--- config.mk ---
export PLATFORM = sky130hd
export DESIGN_NAME = alu_muldiv
export DESIGN_NICKNAME = d
export VERILOG_FILES = /design/src/rtl/muldiv_pkg.sv /design/src/rtl/muldiv_div_step.sv /design/src/rtl/alu_muldiv.sv
export SDC_FILE = /design/constraint.sdc
export NUM_CORES = 2
export LEC_CHECK = 0
export CAP_MARGIN = 20
export CORE_ASPECT_RATIO = 0.75
export CORE_MARGIN = 2
export CORE_UTILIZATION = 45
export CTS_BUF_LIST = sky130_fd_sc_hd__clkbuf_16
export CTS_CLUSTER_SIZE = 14
export DETAILED_ROUTE_END_ITERATION = 7
export PLACE_DENSITY_LB_ADDON = 0.3
export SYNTH_ARGS = -nofsm -noshare
export SYNTH_HDL_FRONTEND = slang
export SYNTH_SLANG_ARGS = --single-unit
--- constraint.sdc ---
create_clock -name clk -period 14.9 [get_ports clk]
set_input_delay 4.47 -clock clk [delete_from_list [all_inputs] [get_ports clk]]
set_output_delay 4.47 -clock clk [all_outputs]
set_load 0.02 [all_outputs]
--- src/rtl/muldiv_pkg.sv ---
// Shared definitions for the iterative RV64M multiply/divide unit.
// The divider is built only when ALU_MULDIV_DIV_EN is defined.
package muldiv_pkg;

    localparam int unsigned XLEN = 64;
    localparam int unsigned WLEN = 32;

    // RV64M funct3 encodings
    localparam logic [2:0] OP_MUL    = 3'b000;
    localparam logic [2:0] OP_MULH   = 3'b001;
    localparam logic [2:0] OP_MULHSU = 3'b010;
    localparam logic [2:0] OP_MULHU  = 3'b011;
    localparam logic [2:0] OP_DIV    = 3'b100;
    localparam logic [2:0] OP_DIVU   = 3'b101;
    localparam logic [2:0] OP_REM    = 3'b110;
    localparam logic [2:0] OP_REMU   = 3'b111;

    // Most-negative dividends: full width, and word width after sign extension
    localparam logic [XLEN-1:0] XMIN     = 64'h8000_0000_0000_0000;
    localparam logic [XLEN-1:0] WMIN_EXT = 64'hFFFF_FFFF_8000_0000;

    // FSM state encoding
    typedef logic [1:0] state_t;
    localparam state_t ST_IDLE = 2'd0;
    localparam state_t ST_CALC = 2'd1;
    localparam state_t ST_DONE = 2'd2;

    function automatic logic [XLEN-1:0] sext32(input logic [WLEN-1:0] v);
        return {{(XLEN-WLEN){v[WLEN-1]}}, v};
    endfunction

    // Conditional two's-complement negation
    function automatic logic [XLEN-1:0] cneg(input logic [XLEN-1:0] v, input logic en);
        return en ? (~v + 64'd1) : v;
    endfunction

endpackage

--- src/rtl/muldiv_div_step.sv ---
// One restoring-division step: shift the next dividend bit into the partial
// remainder and subtract the divisor if it fits.
// Only compiled when ALU_MULDIV_DIV_EN is defined.
`ifdef ALU_MULDIV_DIV_EN
module muldiv_div_step
    import muldiv_pkg::*;
(
    input  logic [XLEN-1:0] rem_i,
    input  logic            dividend_msb_i,
    input  logic [XLEN-1:0] divisor_i,
    output logic [XLEN-1:0] rem_o,
    output logic            q_bit_o
);

    logic [XLEN:0] shifted;
    logic [XLEN:0] diff;

    // Trial subtract; a clear sign bit means the divisor fits.
    // Partial remainder is always below the divisor, so 65 bits cannot overflow.
    always_comb begin
        shifted = {rem_i, dividend_msb_i};
        diff    = shifted - {1'b0, divisor_i};
        q_bit_o = ~diff[XLEN];
        rem_o   = q_bit_o ? diff[XLEN-1:0] : shifted[XLEN-1:0];
    end

endmodule
`endif

--- src/rtl/alu_muldiv.sv ---
// Iterative RV64M multiply/divide unit: one shift-add or restoring-subtract
// step per cycle, 64 steps (32 for word ops), with single-cycle handling of
// divide-by-zero and signed overflow.
// Build option: ALU_MULDIV_DIV_EN enables the divider; without it divide ops
// complete immediately with result 0 and out_illegal set.
module alu_muldiv
    import muldiv_pkg::*;
(
    input  logic            clk,
    input  logic            rstn,
    input  logic            in_valid,
    output logic            in_ready,
    input  logic [2:0]      op,
    input  logic            is_w,
    input  logic [XLEN-1:0] alu_a,
    input  logic [XLEN-1:0] alu_b,
    input  logic            flush,
    output logic            out_valid,
    input  logic            out_ready,
    output logic [XLEN-1:0] result,
    output logic            out_illegal
);

    state_t            state_q, state_d;
    logic [6:0]        cnt_q, cnt_d;
    logic [XLEN-1:0]   result_q, result_d;
    logic              illegal_q, illegal_d;

    // Captured request
    logic [2:0]        op_q;
    logic              w_q;
    logic              neg_q;

    // Multiplier datapath: accumulator, left-shifting multiplicand, right-shifting multiplier
    logic [2*XLEN-1:0] acc_q, mcand_q;
    logic [XLEN-1:0]   mplier_q;

    logic              accept;
    logic              w_in;
    logic              a_neg_mul, b_neg_mul;
    logic [XLEN-1:0]   mul_a_mag, mul_b_mag;
    logic [2*XLEN-1:0] acc_step, mul_prod;
    logic [XLEN-1:0]   mul_res;
    logic [6:0]        last_iter;

    logic              div_special;
    logic              op_illegal;
    logic [XLEN-1:0]   div_special_res;
    logic [XLEN-1:0]   div_res;

    assign in_ready    = (state_q == ST_IDLE);
    assign accept      = in_valid & in_ready & ~flush;
    // Word form only exists for MUL and the divide group
    assign w_in        = is_w & ((op == OP_MUL) | op[2]);
    assign out_valid   = (state_q == ST_DONE);
    assign result      = result_q;
    assign out_illegal = illegal_q;
    assign last_iter   = w_q ? 7'd31 : 7'd63;

    // Multiplier operand preparation: multiply magnitudes, fix the sign at the end
    always_comb begin
        a_neg_mul = ((op == OP_MULH) | (op == OP_MULHSU)) & alu_a[XLEN-1];
        b_neg_mul = (op == OP_MULH) & alu_b[XLEN-1];
        mul_a_mag = w_in ? {{(XLEN-WLEN){1'b0}}, alu_a[WLEN-1:0]} : cneg(alu_a, a_neg_mul);
        mul_b_mag = w_in ? {{(XLEN-WLEN){1'b0}}, alu_b[WLEN-1:0]} : cneg(alu_b, b_neg_mul);
    end

    // Multiplier step and final result selection from the post-step product
    always_comb begin
        acc_step = mplier_q[0] ? (acc_q + mcand_q) : acc_q;
        mul_prod = neg_q ? (~acc_step + 128'd1) : acc_step;
        if (op_q == OP_MUL) begin
            mul_res = w_q ? sext32(mul_prod[WLEN-1:0]) : mul_prod[XLEN-1:0];
        end else begin
            mul_res = mul_prod[2*XLEN-1:XLEN];
        end
    end

`ifdef ALU_MULDIV_DIV_EN
    logic [XLEN-1:0] rem_q, quot_q, dvsr_q;
    logic            qneg_q, rneg_q;
    logic            d_signed, dvd_neg, dvs_neg, dvs_zero, d_ovf;
    logic [XLEN-1:0] dvd_raw, dvs_raw, dvd_mag, dvs_mag, dvd_ext;
    logic [XLEN-1:0] step_rem, quot_step, q_fin, r_fin, div_pick;
    logic            step_q;

    assign op_illegal = 1'b0;

    // Divider operand decode and the single-cycle boundary cases
    always_comb begin
        d_signed = ~op[0];
        if (w_in) begin
            dvd_raw = d_signed ? sext32(alu_a[WLEN-1:0])
                               : {{(XLEN-WLEN){1'b0}}, alu_a[WLEN-1:0]};
            dvs_raw = d_signed ? sext32(alu_b[WLEN-1:0])
                               : {{(XLEN-WLEN){1'b0}}, alu_b[WLEN-1:0]};
        end else begin
            dvd_raw = alu_a;
            dvs_raw = alu_b;
        end
        dvd_neg  = d_signed & dvd_raw[XLEN-1];
        dvs_neg  = d_signed & dvs_raw[XLEN-1];
        dvd_mag  = cneg(dvd_raw, dvd_neg);
        dvs_mag  = cneg(dvs_raw, dvs_neg);
        dvs_zero = (dvs_raw == '0);
        d_ovf    = d_signed & (dvs_raw == '1) & (dvd_raw == (w_in ? WMIN_EXT : XMIN));
        // Boundary results are sign-extended from 32 bits even for unsigned word ops
        dvd_ext  = w_in ? sext32(alu_a[WLEN-1:0]) : alu_a;
        div_special = op[2] & (dvs_zero | d_ovf);
        if (dvs_zero) begin
            div_special_res = op[1] ? dvd_ext : '1;
        end else begin
            div_special_res = op[1] ? '0 : dvd_ext;
        end
    end

    muldiv_div_step u_div_step (
        .rem_i          (rem_q),
        .dividend_msb_i (quot_q[XLEN-1]),
        .divisor_i      (dvsr_q),
        .rem_o          (step_rem),
        .q_bit_o        (step_q)
    );

    // Divider final result from the post-step quotient/remainder
    always_comb begin
        quot_step = {quot_q[XLEN-2:0], step_q};
        q_fin     = cneg(quot_step, qneg_q);
        r_fin     = cneg(step_rem, rneg_q);
        div_pick  = op_q[1] ? r_fin : q_fin;
        div_res   = w_q ? sext32(div_pick[WLEN-1:0]) : div_pick;
    end

    // Divider registers; word dividends are pre-shifted so the MSB feeds the step
    always_ff @(posedge clk) begin
        if (!rstn) begin
            rem_q  <= '0;
            quot_q <= '0;
            dvsr_q <= '0;
            qneg_q <= 1'b0;
            rneg_q <= 1'b0;
        end else if (accept) begin
            rem_q  <= '0;
            quot_q <= w_in ? {dvd_mag[WLEN-1:0], {WLEN{1'b0}}} : dvd_mag;
            dvsr_q <= dvs_mag;
            qneg_q <= dvd_neg ^ dvs_neg;
            rneg_q <= dvd_neg;
        end else if (state_q == ST_CALC) begin
            rem_q  <= step_rem;
            quot_q <= quot_step;
        end
    end
`else
    // No divider: every divide op completes at once as illegal
    assign div_special     = op[2];
    assign div_special_res = '0;
    assign div_res         = '0;
    assign op_illegal      = op[2];
`endif

    // FSM next state, iteration counter and result capture
    always_comb begin
        state_d   = state_q;
        cnt_d     = cnt_q;
        result_d  = result_q;
        illegal_d = illegal_q;
        case (state_q)
            ST_IDLE: begin
                if (accept) begin
                    cnt_d = '0;
                    if (div_special) begin
                        state_d   = ST_DONE;
                        result_d  = div_special_res;
                        illegal_d = op_illegal;
                    end else begin
                        state_d   = ST_CALC;
                        illegal_d = 1'b0;
                    end
                end
            end
            ST_CALC: begin
                cnt_d = cnt_q + 7'd1;
                if (cnt_q == last_iter) begin
                    state_d  = ST_DONE;
                    cnt_d    = '0;
                    result_d = op_q[2] ? div_res : mul_res;
                end
            end
            ST_DONE: begin
                if (out_ready) begin
                    state_d   = ST_IDLE;
                    illegal_d = 1'b0;
                end
            end
            default: state_d = ST_IDLE;
        endcase
        // Flush overrides everything and drops any pending result
        if (flush) begin
            state_d   = ST_IDLE;
            cnt_d     = '0;
            result_d  = '0;
            illegal_d = 1'b0;
        end
    end

    // Control state registers
    always_ff @(posedge clk) begin
        if (!rstn) begin
            state_q   <= ST_IDLE;
            cnt_q     <= '0;
            result_q  <= '0;
            illegal_q <= 1'b0;
        end else begin
            state_q   <= state_d;
            cnt_q     <= cnt_d;
            result_q  <= result_d;
            illegal_q <= illegal_d;
        end
    end

    // Request capture and multiplier iteration
    always_ff @(posedge clk) begin
        if (!rstn) begin
            op_q     <= '0;
            w_q      <= 1'b0;
            neg_q    <= 1'b0;
            acc_q    <= '0;
            mcand_q  <= '0;
            mplier_q <= '0;
        end else if (accept) begin
            op_q     <= op;
            w_q      <= w_in;
            neg_q    <= a_neg_mul ^ b_neg_mul;
            acc_q    <= '0;
            mcand_q  <= {{XLEN{1'b0}}, mul_a_mag};
            mplier_q <= mul_b_mag;
        end else if (state_q == ST_CALC) begin
            acc_q    <= acc_step;
            mcand_q  <= {mcand_q[2*XLEN-2:0], 1'b0};
            mplier_q <= {1'b0, mplier_q[XLEN-1:1]};
        end
    end

endmodule
==> flow_summary.toml <==
[sta]
minimum_clock_period_after_layout_ns = 8.97
fmax_ghz = 0.111
finClkSkew_ns = 0.0189
grt_setup_unrepaired = "false"
worst-slew-pin-transition_ns = 1.26
final.setup.tns_ns = 0
timing.max_slew.rel_slack_pct = 14.7
setup-violations-final = 0
finalCritPeriodShare_pct = 60.2
final_max_slew_viol_count = 0
hold_viol = 0

[setup_path]
timing.reg2reg.setup_slack_ns = 7.12
critPathRequiredTime_ns = 15.47
timing_worst_setup_path_type = "in -> reg"
worst_ep_arrival_time_ns = 9.54
reg2reg_from = "acc_q[32]"
startpoint_type_of_the_worst_setup_path = "input port"
path_max_fanout = 6
endpoint_kind = "flop"
timing.rr.end = "result[40]"
worst_r2r_path_depth = 16

[logic_synthesis]
post_synth_instance_area_mm2 = 0.0346
synth_warnings = 0
synth.yosys.seq_area_share_pct = 23.1
ys_seq_elements = 399
syn_nets = 5223
synth_cell_type_count = 108
synth_instances = 4954
avgSynthCellArea_um2 = 6.98
synth_enable_flop_cells = 0
ys_async_sr_fraction_pct = 0
synth-main-ff-cell = "dfxtp_1"

[cells_and_area]
multiInputGateArea_mm2 = 0.0252
final.fill_count = 7723
final_nets = 5236
layout.cells.most_common_list = "759 x nand2_1, 504 x a21oi_1, 456 x nor2_1, 404 x o21ai_0, 397 x dfxtp_1"
post_layout_nonfiller_instances = 6043
layout-drive-gt1-share_pct = 5.17
area.growth.synth_to_final_pct = 12.5
combined_flip_flop_and_latch_cell_area_mm2 = 0.00799
mostFrequentLayoutCell = "nand2_1"

[global_route]
antenna_found_initial = 7
via_count_of_the_first_global_routing_pass = 35100
grt.overflow.total = 0
grt_first_pass_wirelength_mm = 239
groute.usage.overall_pct = 40.1
pin_count_of_the_biggest_net_entering_global_routing = 189

[outcome]
run_status = "complete, but fails checks"
violations_in_the_final_reports = "design-rule violations"

[clock_tree]
post_cts.resized_instances = 0
clk_path_buf_depth = 3
numCtsBuffers = 47
cts.root.buffer_cell = "clkbuf_16"
postCtsHoldBufs = 0
clock_slew_at_the_register_clock_pins_of_the_worst_setup_and_hold_paths_ns = 0.07
tritoncts_num_sinks = 399
postCtsSetupBuffers = 0
h-tree-depth = 2
clock_insertion_delay_worst_skew_ns = 0.64
cts_tree = "done"

[floorplanning]
die_w_um = 324
placementRows = 88
design.die.area_mm2 = 0.0791
floorplan.initialDensity_pct = 45.2
dieHeight_um = 244
ioPinCount = 204
core_region_area_mm2 = 0.0765

[hold_path]
hold_path_end = "result[49]"
hold_path.class = "reg -> reg"
hp-start = "result[49]"
min_delay_path_depth = 2

[place]
hpwlAfterDp_mm = 130
numPlacedInstances = 5946
routabilityCongestion = 1.06
port_buffers = 203

[drt]
detailroute.via_count = 40200
route.detailed.vias_per_inst = 6.65
wl_per_cell_um = 27.2
detailedRoute.firstPassIterationCount = 8
detail_route.drc_violations = 5
drt.antenna.violating_nets = 0
drt-total-wl_mm = 164
drtIter0Drc = 5645

[pwr]
power-per-cell-area_mw_per_mm2 = 76.6
cellLeakagePower_uw = 0.0138
worst_ir_drop_vdd_mv = 0.0777

[flow_run]
drv_cap = 0
metal layers:
metal	GRT usage [%]	routed length, um
met5	0	27
met1	60.7	75700
met2	53.8	63300
met3	13.0	21300
met4	8.86	4060
how the worst max path moves through the flow:
stage / from / to / slack (ns) / cells past startpoint
finish: alu_a[2] / mcand_q[61] / 5.93 / 15
global placement: alu_a[2] / mcand_q[56] / 5.53 / 14
CTS: alu_a[2] / mcand_q[56] / 6.07 / 14
global route: alu_a[2] / mcand_q[61] / 5.50 / 15
detailed placement: alu_a[2] / mcand_q[56] / 5.43 / 14
floorplan: alu_a[4] / mcand_q[56] / 6.89 / 13
synth_stat cells, types with 27 or more instances:
cell	instances	area, um2
a211oi_1	149	1120
a21o_1	36	270
a21oi_1	506	2530
a22oi_1	30	225
a31oi_1	55	344
and2_1	28	175
and3_1	32	200
buf_1	40	150
buf_2	31	155
clkbuf_1	251	942
dfxtp_1	399	7990
ha_1	131	1640
inv_1	61	229
mux2i_1	54	541
nand2_1	762	2860
nand2b_1	53	332
nand3_1	148	741
nand4_1	109	682
nor2_1	456	1710
nor2b_1	31	194
nor3_1	142	711
nor3b_1	27	203
nor4_1	52	325
o211a_1	61	611
o21a_1	36	270
o21ai_0	405	2030
o21ai_1	29	145
o31ai_1	64	480
or3_1	51	319
xnor2_1	154	1350
xor2_1	103	902
sequential cells by signal (all words and copies together), names as in the netlist:
signal	flops
acc_q	128
mcand_q	128
mplier_q	64
result	64
cnt_q	7
op_q	3
state_q	2
neg_q	1
out_illegal	1
w_q	1
logic make-up after synthesis:
kind of cell    count (synthesis)  synth area share, %
fa+ha+maj                     132                 4.80
simple gates                 2017                 27.5
mux                            69                 2.08
flops                         399                 23.1
buf+inv                       384                 4.28
xor+xnor                      257                 6.51
compound gates               1696                 31.7
cell type report:
cell class | instances | area share (%)
diodes | 3 | 0.0193
clock inverters | 40 | 0.833
repair buffers | 286 | 6.84
multi-input cells | 4171 | 64.8
well taps | 1035 | 3.33
clock buffers | 47 | 3.02
inverters | 62 | 0.601
flip-flops and latches | 399 | 20.5
stage by stage:
step	instance area [um2]	hold slack [ns]	utilization (%)	setup WS (ns)	total power [uW]
after floorplan	34600	0.445	-	6.89	1560
after global placement	37300	0.426	48.8	5.53	1790
after detailed placement	37300	0.437	48.8	5.43	1790
after CTS	38800	0.451	50.8	6.07	2960
after global routing	38900	0.477	50.8	5.50	3070
final	38900	0.453	50.8	5.93	2980
where the power goes:
group	leakage, uW	switching (uW)	total (uW)	internal, uW
registers	0.00324	40.2	1140	1100
clock network	0.000748	546	1180	632
logic	0.00983	437	660	223
worst max-delay path, cell delays in order:
cell	delay [ns]
clkdlybuf4s50_1	0.49
or3_1	0.42
nor4_1	0.66
and2_1	0.32
nand3_1	0.19
or2_2	0.34
nor4_1	0.51
and2_1	0.29
nand3_1	0.19
nor3_1	0.64
nand4_1	0.25
o41ai_1	0.37
xnor2_1	0.16
nand2_1	0.07
a21oi_1	0.17
No activity file was read; power rests on OpenSTA's default activity.
